### src/rtl/return_stack_if.sv
`default_nettype none
// ============================================================================
//  Module      : return_stack_if
//  Description : Call/return handshake and status bundle for return_stack.
//  Revision    : 1.0 - initial release
// ============================================================================
interface return_stack_if;
    logic       push;
    logic       pop;
    logic [7:0] dataIn;
    logic       clearErr;
    logic [7:0] retAddr;
    logic       retValid;
    logic       empty;
    logic       full;
    logic [3:0] count;
    logic       overflow;
    logic       underflow;

    modport master (
        output push, pop, dataIn, clearErr,
        input  retAddr, retValid, empty, full, count, overflow, underflow
    );

    modport slave (
        input  push, pop, dataIn, clearErr,
        output retAddr, retValid, empty, full, count, overflow, underflow
    );
endinterface
`default_nettype wire

### src/rtl/return_stack.sv
`default_nettype none
// ============================================================================
//  Module      : return_stack
//  Description : DEPTH-entry LIFO of 8-bit subroutine return addresses with
//                registered pop output and sticky overflow/underflow flags.
//  Revision    : 1.0 - initial release
// ============================================================================
module return_stack #(
    parameter int DEPTH = 4
) (
    input  wire logic      clk,
    input  wire logic      reset,
    return_stack_if.slave  bus
);
    localparam int         c_IDX_W = $clog2(DEPTH);
    localparam logic [3:0] c_DEPTH = 4'(DEPTH);

    logic [7:0]         r_entry [DEPTH];
    logic [3:0]         r_count;
    logic [7:0]         r_retAddr;
    logic               r_retValid;
    logic               r_overflow;
    logic               r_underflow;

    logic               w_empty;
    logic               w_full;
    logic [c_IDX_W-1:0] w_wr_idx;
    logic [c_IDX_W-1:0] w_top_idx;

    assign w_empty   = (r_count == 4'd0);
    assign w_full    = (r_count == c_DEPTH);
    // Truncation makes count==DEPTH wrap to 0 for power-of-two depths, so
    // subtracting one still lands on the top entry.
    assign w_wr_idx  = r_count[c_IDX_W-1:0];
    assign w_top_idx = w_wr_idx - 1'b1;

    always_ff @(posedge clk or posedge reset) begin
        if (reset) begin
            r_count     <= 4'd0;
            r_retAddr   <= 8'h00;
            r_retValid  <= 1'b0;
            r_overflow  <= 1'b0;
            r_underflow <= 1'b0;
            for (int i = 0; i < DEPTH; i++) begin
                r_entry[i] <= 8'h00;
            end
        end else begin
            r_retValid <= 1'b0;
            // Clear first so a same-cycle refused push/pop below takes priority.
            if (bus.clearErr) begin
                r_overflow  <= 1'b0;
                r_underflow <= 1'b0;
            end
            case ({bus.push, bus.pop})
                2'b10: begin
                    if (!w_full) begin
                        r_entry[w_wr_idx] <= bus.dataIn;
                        r_count           <= r_count + 4'd1;
                    end else begin
                        r_overflow <= 1'b1;
                    end
                end
                2'b01: begin
                    if (!w_empty) begin
                        r_retAddr  <= r_entry[w_top_idx];
                        r_count    <= r_count - 4'd1;
                        r_retValid <= 1'b1;
                    end else begin
                        r_underflow <= 1'b1;
                    end
                end
                2'b11: begin
                    r_retValid <= 1'b1;
                    if (!w_empty) begin
                        r_retAddr           <= r_entry[w_top_idx];
                        r_entry[w_top_idx]  <= bus.dataIn;
                    end else begin
                        r_retAddr <= bus.dataIn;
                    end
                end
                default: ;
            endcase
        end
    end

    assign bus.retAddr   = r_retAddr;
    assign bus.retValid  = r_retValid;
    assign bus.count     = r_count;
    assign bus.empty     = w_empty;
    assign bus.full      = w_full;
    assign bus.overflow  = r_overflow;
    assign bus.underflow = r_underflow;
endmodule
`default_nettype wire

### src/flat_wrapper.sv
// flat-port wrapper written by rule: the top's interface ports become plain ports
module return_stack_flat 
#(
    parameter int DEPTH = 4
)
  (clk, reset, bus_push, bus_pop, bus_dataIn, bus_clearErr, bus_retAddr, bus_retValid, bus_empty, bus_full, bus_count, bus_overflow, bus_underflow);
  return_stack_if bus_i ();
  input  wire logic clk;
  input  wire logic reset;
  input wire logic [$bits(bus_i.push)-1:0] bus_push;
  input wire logic [$bits(bus_i.pop)-1:0] bus_pop;
  input wire logic [$bits(bus_i.dataIn)-1:0] bus_dataIn;
  input wire logic [$bits(bus_i.clearErr)-1:0] bus_clearErr;
  output wire logic [$bits(bus_i.retAddr)-1:0] bus_retAddr;
  output wire logic [$bits(bus_i.retValid)-1:0] bus_retValid;
  output wire logic [$bits(bus_i.empty)-1:0] bus_empty;
  output wire logic [$bits(bus_i.full)-1:0] bus_full;
  output wire logic [$bits(bus_i.count)-1:0] bus_count;
  output wire logic [$bits(bus_i.overflow)-1:0] bus_overflow;
  output wire logic [$bits(bus_i.underflow)-1:0] bus_underflow;
  assign bus_i.push = bus_push;
  assign bus_i.pop = bus_pop;
  assign bus_i.dataIn = bus_dataIn;
  assign bus_i.clearErr = bus_clearErr;
  assign bus_retAddr = bus_i.retAddr;
  assign bus_retValid = bus_i.retValid;
  assign bus_empty = bus_i.empty;
  assign bus_full = bus_i.full;
  assign bus_count = bus_i.count;
  assign bus_overflow = bus_i.overflow;
  assign bus_underflow = bus_i.underflow;
  return_stack #(.DEPTH(DEPTH)) u_core (.clk(clk), .reset(reset), .bus(bus_i));
endmodule
### config.mk
export PLATFORM = sky130hd
export DESIGN_NAME = return_stack_flat
export DESIGN_NICKNAME = d
export VERILOG_FILES = /design/src/rtl/return_stack_if.sv /design/src/rtl/return_stack.sv /design/src/flat_wrapper.sv
export SDC_FILE = /design/constraint.sdc
export NUM_CORES = 1
export LEC_CHECK = 0
export ABC_AREA = 1
export CAP_MARGIN = 20
export CORE_MARGIN = 2
export CORE_UTILIZATION = 40
export CTS_BUF_LIST = sky130_fd_sc_hd__clkbuf_4
export DETAILED_ROUTE_END_ITERATION = 8
export HOLD_SLACK_MARGIN = 0.08
export PLACE_DENSITY = 0.67
export SLEW_MARGIN = 20
export SYNTH_ARGS = -nofsm -noshare
export SYNTH_HDL_FRONTEND = slang
export SYNTH_SLANG_ARGS = --single-unit
### constraint.sdc
create_clock -name clk -period 7.1 [get_ports clk]
set_clock_uncertainty 0.2 [all_clocks]
set_input_delay 1.065 -clock clk [delete_from_list [all_inputs] [get_ports clk]]
set_output_delay 1.065 -clock clk [all_outputs]
set_load 0.01 [all_outputs]
# Word-level counts from Yosys, hierarchy flattened
# Index checks and enable logic that the tools add are counted.
[op_classes]
add_sub_neg = 3
magnitude_cmp = 4
eq_ne = 7
mux = 26
bitwise = 2
reduce_logical = 9
[ops]
columns = ["op", "count"]
rows = [
  ["bitwise mux 32 bit", 2],
  ["two-way mux 32 bit", 2],
  ["case mux 32 bit (2 select lines)", 1],
  ["two-way mux 8 bit", 6],
  ["demux 8 bit (select 2 bit)", 2],
  ["binary-select mux 8 bit (select 2 bit)", 1],
  ["case mux 8 bit (2 select lines)", 1],
  ["two-way mux 4 bit", 2],
  ["case mux 4 bit (2 select lines)", 1],
  ["two-way mux 1 bit", 7],
  ["greater-or-equal comparator 3 bit (second input constant)", 2],
  ["< comparator 3 x 1 -> 1 bit (second input constant)", 2],
  ["inequality test 2 bit (second input constant)", 3],
  ["inverter 2 -> 3 bit", 2],
  ["AND reduction 3 bit", 2],
  ["nonzero test 2 bit", 3],
  ["adder 4 x 1 -> 4 bit (second input constant)", 1],
  ["== test 2 bit (second input constant)", 2],
  ["== test 4 x 3 -> 1 bit (second input constant)", 1],
  ["zero test 4 bit", 1],
  ["subtractor 4 x 1 -> 4 bit (second input constant)", 1],
  ["== test 2 x 1 -> 1 bit (second input constant)", 1],
  ["logical AND 1 bit", 2],
  ["case mux 1 bit (2 select lines)", 1],
  ["other kinds (2)", 2],
]
[word_totals]
regBits = 47
in_bits = 13
out_inout_bits = 17
wordCells = 60

# Longest topological paths before layout
# Gate-level depths: netlist of the first run.
[logic_depth]
ltp_word = 9
mapped_depth = 11
ltp_nobuf = 10

# Worst setup path after synthesis of the first run
# OpenSTA, ideal clock, no wires.
[synth_path]
path_kind = "reg-to-output"
from = "register u_core.r_count[0], in the netlist u_core.bus.count[0]"
to = "output bus_empty"
t_arrival_ps = 1470
t_required_ps = 5835
setup_slack_ps = 4365
stages_incl_launch_ff = 7
path_buffers = 2
path_cell_list = "dfrtp_1 > buf_2 > clkinv_1 > buf_2 > ha_1 > nand3_4 > inv_2"
[synth_between]
elab_chain_cells = 1
[synth_rtl]
columns = ["item", "line", "source"]
rows = [
  ["start: declaration", "return_stack.sv:19", "logic [3:0] r_count;"],
  ["start signal: assignment", "return_stack.sv:58", "r_count <= r_count + 4'd1;"],
  ["start signal: assignment", "return_stack.sv:66", "r_count <= r_count - 4'd1;"],
  ["zero test 4 bit", "return_stack.sv:30", "assign w_empty = (r_count == 4'd0);"],
  ["end: declaration", "flat_wrapper.sv:16", "output wire logic [$bits(bus_i.empty)-1:0] bus_empty;"],
]
# Every way passes these cells.

# Worst setup path after layout of the first run
# Ends and elaborated chain as after synthesis.

==> results of run 1 <==
[final cells by class]
cell class	instances	area, µm²
clock buffer	6	45.0
clock inverter	1	30.0
fill	569	3070
inverter	31	118
multi-input combinational	193	1030
sequential	47	1180
tap	75	93.8
timing repair buffer	29	290
[per-stage QoR]
stage / util, % / std cells / hold WS [ps] / cell area, µm²
2_1_floorplan: - / 280 / 255 / 2400
3_3_place_gp: 46.3 / 375 / 263 / 2710
3_5_place_dp: 46.3 / 375 / 266 / 2710
4_1_cts: 47.6 / 382 / 298 / 2780
5_1_grt: 47.6 / 382 / 333 / 2780
6_report: 47.6 / 382 / 294 / 2780
[kinds of logic (layout without fill, tap and decap cells)]
family | Yosys count | count (layout) | synth area share (%)
and+or+nand+nor | 106 | 106 | 19.9
AOI/OAI and AO/OA | 79 | 79 | 19.4
DFF | 47 | 47 | 49.1
buffers and inverters | 40 | 67 | 7.93
adders and majority gates | 5 | 5 | 2.61
xor gates and xnor gates | 3 | 3 | 1.10
[power by group through the flow]
stage | clock network [mW] | logic [mW] | registers, mW
global placement | 0 | 0.556 | 0.483
global route | 0.176 | 0.665 | 0.498
floorplan | 0 | 0.408 | 0.469
CTS | 0.165 | 0.571 | 0.481
finish | 0.161 | 0.567 | 0.483
detailed placement | 0 | 0.568 | 0.487
[placed cells by master (no fill, tap or decap)]
master            n
ha_1              5
clkbuf_4          6
o21ai_2           9
clkdlybuf4s50_1  29
bufinv_16         1
clkinv_2          1
a32o_1            1
inv_1            27
dfrtp_1          47
xor2_1            3
nand3_1           6
o21ai_0          20
nand3_4           5
o21ai_4           1
a21oi_1          16
nor2_1            3
o211ai_1          1
a22oi_1           7
o21ai_1          24
nand2_2           1
inv_2             2
nand2_1          91
clkinv_1          1
[critical path, stage by stage, from the launching register on]
cell	delay, ps
dfrtp_1	830
clkinv_1	670
ha_1	480
nand3_4	140
inv_2	60
clkdlybuf4s50_1	470
[path summary, 6_finish.rpt]
check                      slack [ps]  cells after the start                     to
max reg2reg                      3730                      7  u_core.bus.retAddr[3]
min in group asynchronous         930                      2     u_core.r_entry[29]
max in group asynchronous        5290                      2   u_core.bus.underflow
min reg2reg                       290                      2  u_core.bus.retAddr[7]
min                               290                      2  u_core.bus.retAddr[7]
max                              2820                      5              bus_empty
[flip-flops by register name (all words and copies together), names as in the netlist]
name / cells
u_core.bus.count: 4
u_core.bus.overflow: 1
u_core.bus.retAddr: 8
u_core.bus.retValid: 1
u_core.bus.underflow: 1
u_core.r_entry: 32
[synthesized netlist by cell type, drive strengths merged]
library cell / number
a32o: 1
clkbuf: 2
a22oi: 7
ha: 5
nand3: 11
o21ai: 54
nor2: 3
clkinv: 1
xor2: 3
inv: 30
buf: 7
dfrtp: 47
o211ai: 1
nand2: 92
a21oi: 16
[metal layers]
| metal | wire length, µm | GRT usage [%] | vias up | part of all wire, % |
|---|---|---|---|---|
| li1 | - | - | 969 | - |
| met1 | 2510 | 24.6 | 876 | 49 |
| met2 | 2250 | 27.8 | 44 | 44 |
| met3 | 253 | 3.74 | 6 | 5.0 |
| met4 | 78 | 6.10 | 0 | 1.5 |
| met5 | 0 | 0 | - | 0 |
==> metrics.txt, run 1 <==
status=complete, no violations; routed via count=around 1900; DR vias/cell=~5.0; initial antenna violation count=0; Clock Pin Slew Worst Setup and Hold Paths=between 100 and 150 ps; Post CTS Setup Buffer Count=0; leading area contributor after synthesis=dfrtp_1; critical path arrival=between 3000 and 4000 ps; total number of H-tree levels=2; RSZ-0062 raised after global routing=no; Max Fclk=roughly 230 MHz; synthesized cell area=between 2000 and 2500 µm²; post-route ant nets=0; final-report max-slew violation count=0; drt total wl=5.09 mm; gpl congestion=~0.82; # Max-Cap Violations=0; NetSw=approximately 0.5 mW; Clk pwr share=between 10% and 20%; Max transition margin=47.2%; pin count of the biggest net entering global routing=between 40 and 50; CTS Buffer Depth=2; Final Hold Viols=0; Leakage Power=1.34 nW; post-detail-place hpwl=between 3 and 4 mm; Port Buffer Count=29; area share of the largest cell type after synthesis=approximately half; synth warn=0; grt total ovfl=0; global-route wire length before repair=roughly 8.8 mm; DR DRC count=0; Final period util=60.3%; Root Driver=clkbuf_4; Synth-to-Final Area Change=16.1%; startpoint types=flip-flop; Total Routing Usage GR=17.8%; layout cells sized above 1=8.47%; Min Clock Period, post-route=4280 ps; Clock Latency Late Sink=370 ps; final setup fails=0; fin nets=approximately 330; core area=just under 6000 µm²; CTS tree=built; post-synthesis sequential area ratio=49.1%; Unique masters post-synth=22; Worst R2R Start=u_core.bus.count[0]; antenna cells=0; Gate power share=a little under half; Internal Power=between 0.7 and 0.8 mW; final total power=1.21 mW; Hold Startpoint=u_core.bus.retAddr[7]; Worst Setup SP=u_core.bus.count[0]; kind of critical path=flip-flop to primary output; sequential group share of total power=39.9%; DR pass1 iterations=4; Worst VDD drop=roughly 0.00015 V; die area=between 6000 and 7000 µm²; setup TNS=0 ps; Critical Path RT=~6000 ps; setup slack at placement=approximately 3300 ps; Worst Max-Slew Pin Slew=roughly 800 ps; WL per Instance=13.3 µm; die width=roughly 81 µm; Ports=30; Cell Pwr Density=435 nW/µm²; vias in the first global route=between 1500 and 2000; Starting Density=between 40% and 50%; Yosys reg bits=47; post-CTS sizing=0; FP Rows=28; switch share=between 40 and 50%; Worst Hold Class=flip-flop to flip-flop; cts-stage hold buffer count=0; worst-path fanout max=23; clk sinks=between 40 and 50; Syn Inst Count=between 200 and 300; Net Count, Synth=roughly 300; setup ws final=around 2800 ps; Mean Syn Cell Area=approximately 8.6 µm²; Critical Path Sink Type=primary output; CTS buffer count=5; Die Span Y=81.4 µm; initial DRC count=between 100 and 150; synth top area cells=dfrtp_1 49%, nand2_1 14%, o21ai_1 5.0%
Note: power is estimated with default switching activity, not from simulation.
==> run 2, diff against run 1 <==
--- a/config.mk
+++ b/config.mk
@@ -12,7 +12,7 @@
 export CTS_BUF_LIST = sky130_fd_sc_hd__clkbuf_4
 export DETAILED_ROUTE_END_ITERATION = 8
 export HOLD_SLACK_MARGIN = 0.08
-export PLACE_DENSITY = 0.67
+export PLACE_DENSITY = 0.69
 export SLEW_MARGIN = 20
 export SYNTH_ARGS = -nofsm -noshare
 export SYNTH_HDL_FRONTEND = slang
==> constraint.sdc (replaced) <==
create_clock -name clk -period 3.75 [get_ports clk]
set_clock_uncertainty 0.2 [all_clocks]
set_input_delay 0.5625 -clock clk [delete_from_list [all_inputs] [get_ports clk]]
set_output_delay 0.5625 -clock clk [all_outputs]
set_load 0.01 [all_outputs]
==> metrics.txt, run 2 (synthesis gave the netlist of run 1 again) <==
DR pass1 iterations=4; max FFs per register=32; Critical Path RT=between 2000 and 3000 ps; Total Routing Usage GR=about 17%; RSZ-0062 raised after global routing=no; initial antenna violation count=0; setup TNS=0 ps; Worst Max-Slew Pin Slew=431 ps; FF-to-FF path depth=8; global-route wire length before repair=roughly 8.7 mm; kind of critical path=flip-flop to primary output; WL per Instance=13.0 µm; drt total wl=5.00 mm; Leakage Power=about 1.4 nW; Post CTS Setup Buffer Count=0; Clock Pin Slew Worst Setup and Hold Paths=between 100 and 150 ps; gpl congestion=about 0.83; antenna cells=0; worst-path fanout max=19; Max Fclk=between 300 and 400 MHz; post-route ant nets=0; DR vias/cell=~5.0; post-CTS sizing=0; Top reg by flops=u_core.r_entry; critical path arrival=2080 ps; most common cell after layout, fill and taps aside=nand2_1; Synth-to-Final Area Change=16.5%; status=complete, no violations; FP Rows=28; # Max-Cap Violations=0; Worst Hold Class=input port to async pin; Cell Pwr Density=between 800 and 900 nW/µm²; R2R setup slack=roughly 1500 ps; Worst Setup SP=u_core.bus.count[0]; initial DRC count=107; Port Buffer Count=29; CP endpoint=bus_empty; CTS Buffer Depth=2; DR DRC count=0; Final period util=about three quarters; final-report max-slew violation count=0; Die Span Y=around 80 µm; most frequent cells in the layout=91 x nand2_1, 47 x dfrtp_1, 29 x clkdlybuf4s50_1, 27 x inv_1, 24 x o21ai_1; cts-stage hold buffer count=0; Final Hold Viols=0; routed via count=1913; layout cells sized above 1=under 10%; post-detail-place hpwl=~3.5 mm; die width=around 80 µm; Starting Density=between 40% and 50%; vias in the first global route=1860; Max transition margin=a little under three quarters; grt total ovfl=0; clk sinks=47; final setup fails=0; fin nets=328; core area=between 5000 and 6000 µm²; startpoint types=flip-flop; total number of H-tree levels=2; Min Clock Period, post-route=2840 ps; Worst R2R Start=u_core.bus.count[0]; CTS buffer count=5; Ports=30; pin count of the biggest net entering global routing=48; CTS tree=built; final hold slack=~230 ps; R2R Path End=u_core.bus.retAddr[0]; fin util=between 40% and 50%; Clock Latency Late Sink=around 360 ps; Root Driver=clkbuf_4; die area=about 6600 µm²; Worst VDD drop=~0.00028 V; Critical Path Sink Type=primary output
## run 2: cell types whose count changed in the layout (fill, tap and decap cells not counted)
cell,previous run,this run
buf_12,0,1
bufinv_16,1,0
clkbuf_4,6,5
clkinv_4,0,1
inv_2,2,3
buf_4,0,2
## run 2: critical path, cell delays in order (launching register included)
cell and delay, ps:
dfrtp_1 410, clkinv_1 50, buf_4 220, ha_1 280, nand3_4 130, inv_2 110
clkdlybuf4s50_1 540
## run 2: layer usage
metal	up-vias	global-route usage, %	part of all wire (%)
met5	-	0	0
met4	0	6.61	1.1
met3	4	3.96	5.9
met2	47	26.0	44
met1	883	24.9	49
li1	979	-	-
## run 2: power by group
part           internal, mW  switching (mW)  leakage [nW]
clock network        0.0700           0.165        0.0310
logic                 0.481           0.666         0.734
registers             0.735           0.132         0.586
## run 2: cell type report
| cell class | count | area [µm²] |
|---|---|---|
| Timing Repair Buffer | 32 | 325 |
| Clock inverter | 2 | 13.8 |
| Inverter | 31 | 116 |
| Sequential cell | 47 | 1180 |
| Fill cell | 575 | 3060 |
| Clock buffer | 5 | 37.5 |
| Multi-Input combinational cell | 193 | 1030 |
| Tap cell | 75 | 93.8 |
## run 2: how the worst min path moves through the flow
stage,from,to,cells past startpoint
final,reset,u_core.bus.underflow,2
after global routing,reset,u_core.bus.count[0],2
after CTS,u_core.bus.retAddr[2],u_core.bus.retAddr[2],2
after detailed placement,u_core.bus.retAddr[2],u_core.bus.retAddr[2],2
after global placement,u_core.bus.retAddr[7],u_core.bus.retAddr[7],2
after floorplan,u_core.r_entry[20],u_core.r_entry[20],2
## run 2: stage by stage
stage | setup slack [ps] | power, mW | cell area (µm²) | std cells
2_1_floorplan | 1280 | 1.66 | 2400 | 280
3_3_place_gp | 1210 | 2.00 | 2720 | 377
3_5_place_dp | 1200 | 2.03 | 2720 | 377
4_1_cts | 864 | 2.27 | 2770 | 384
5_1_grt | 764 | 2.47 | 2790 | 385
6_report | 906 | 2.25 | 2790 | 385
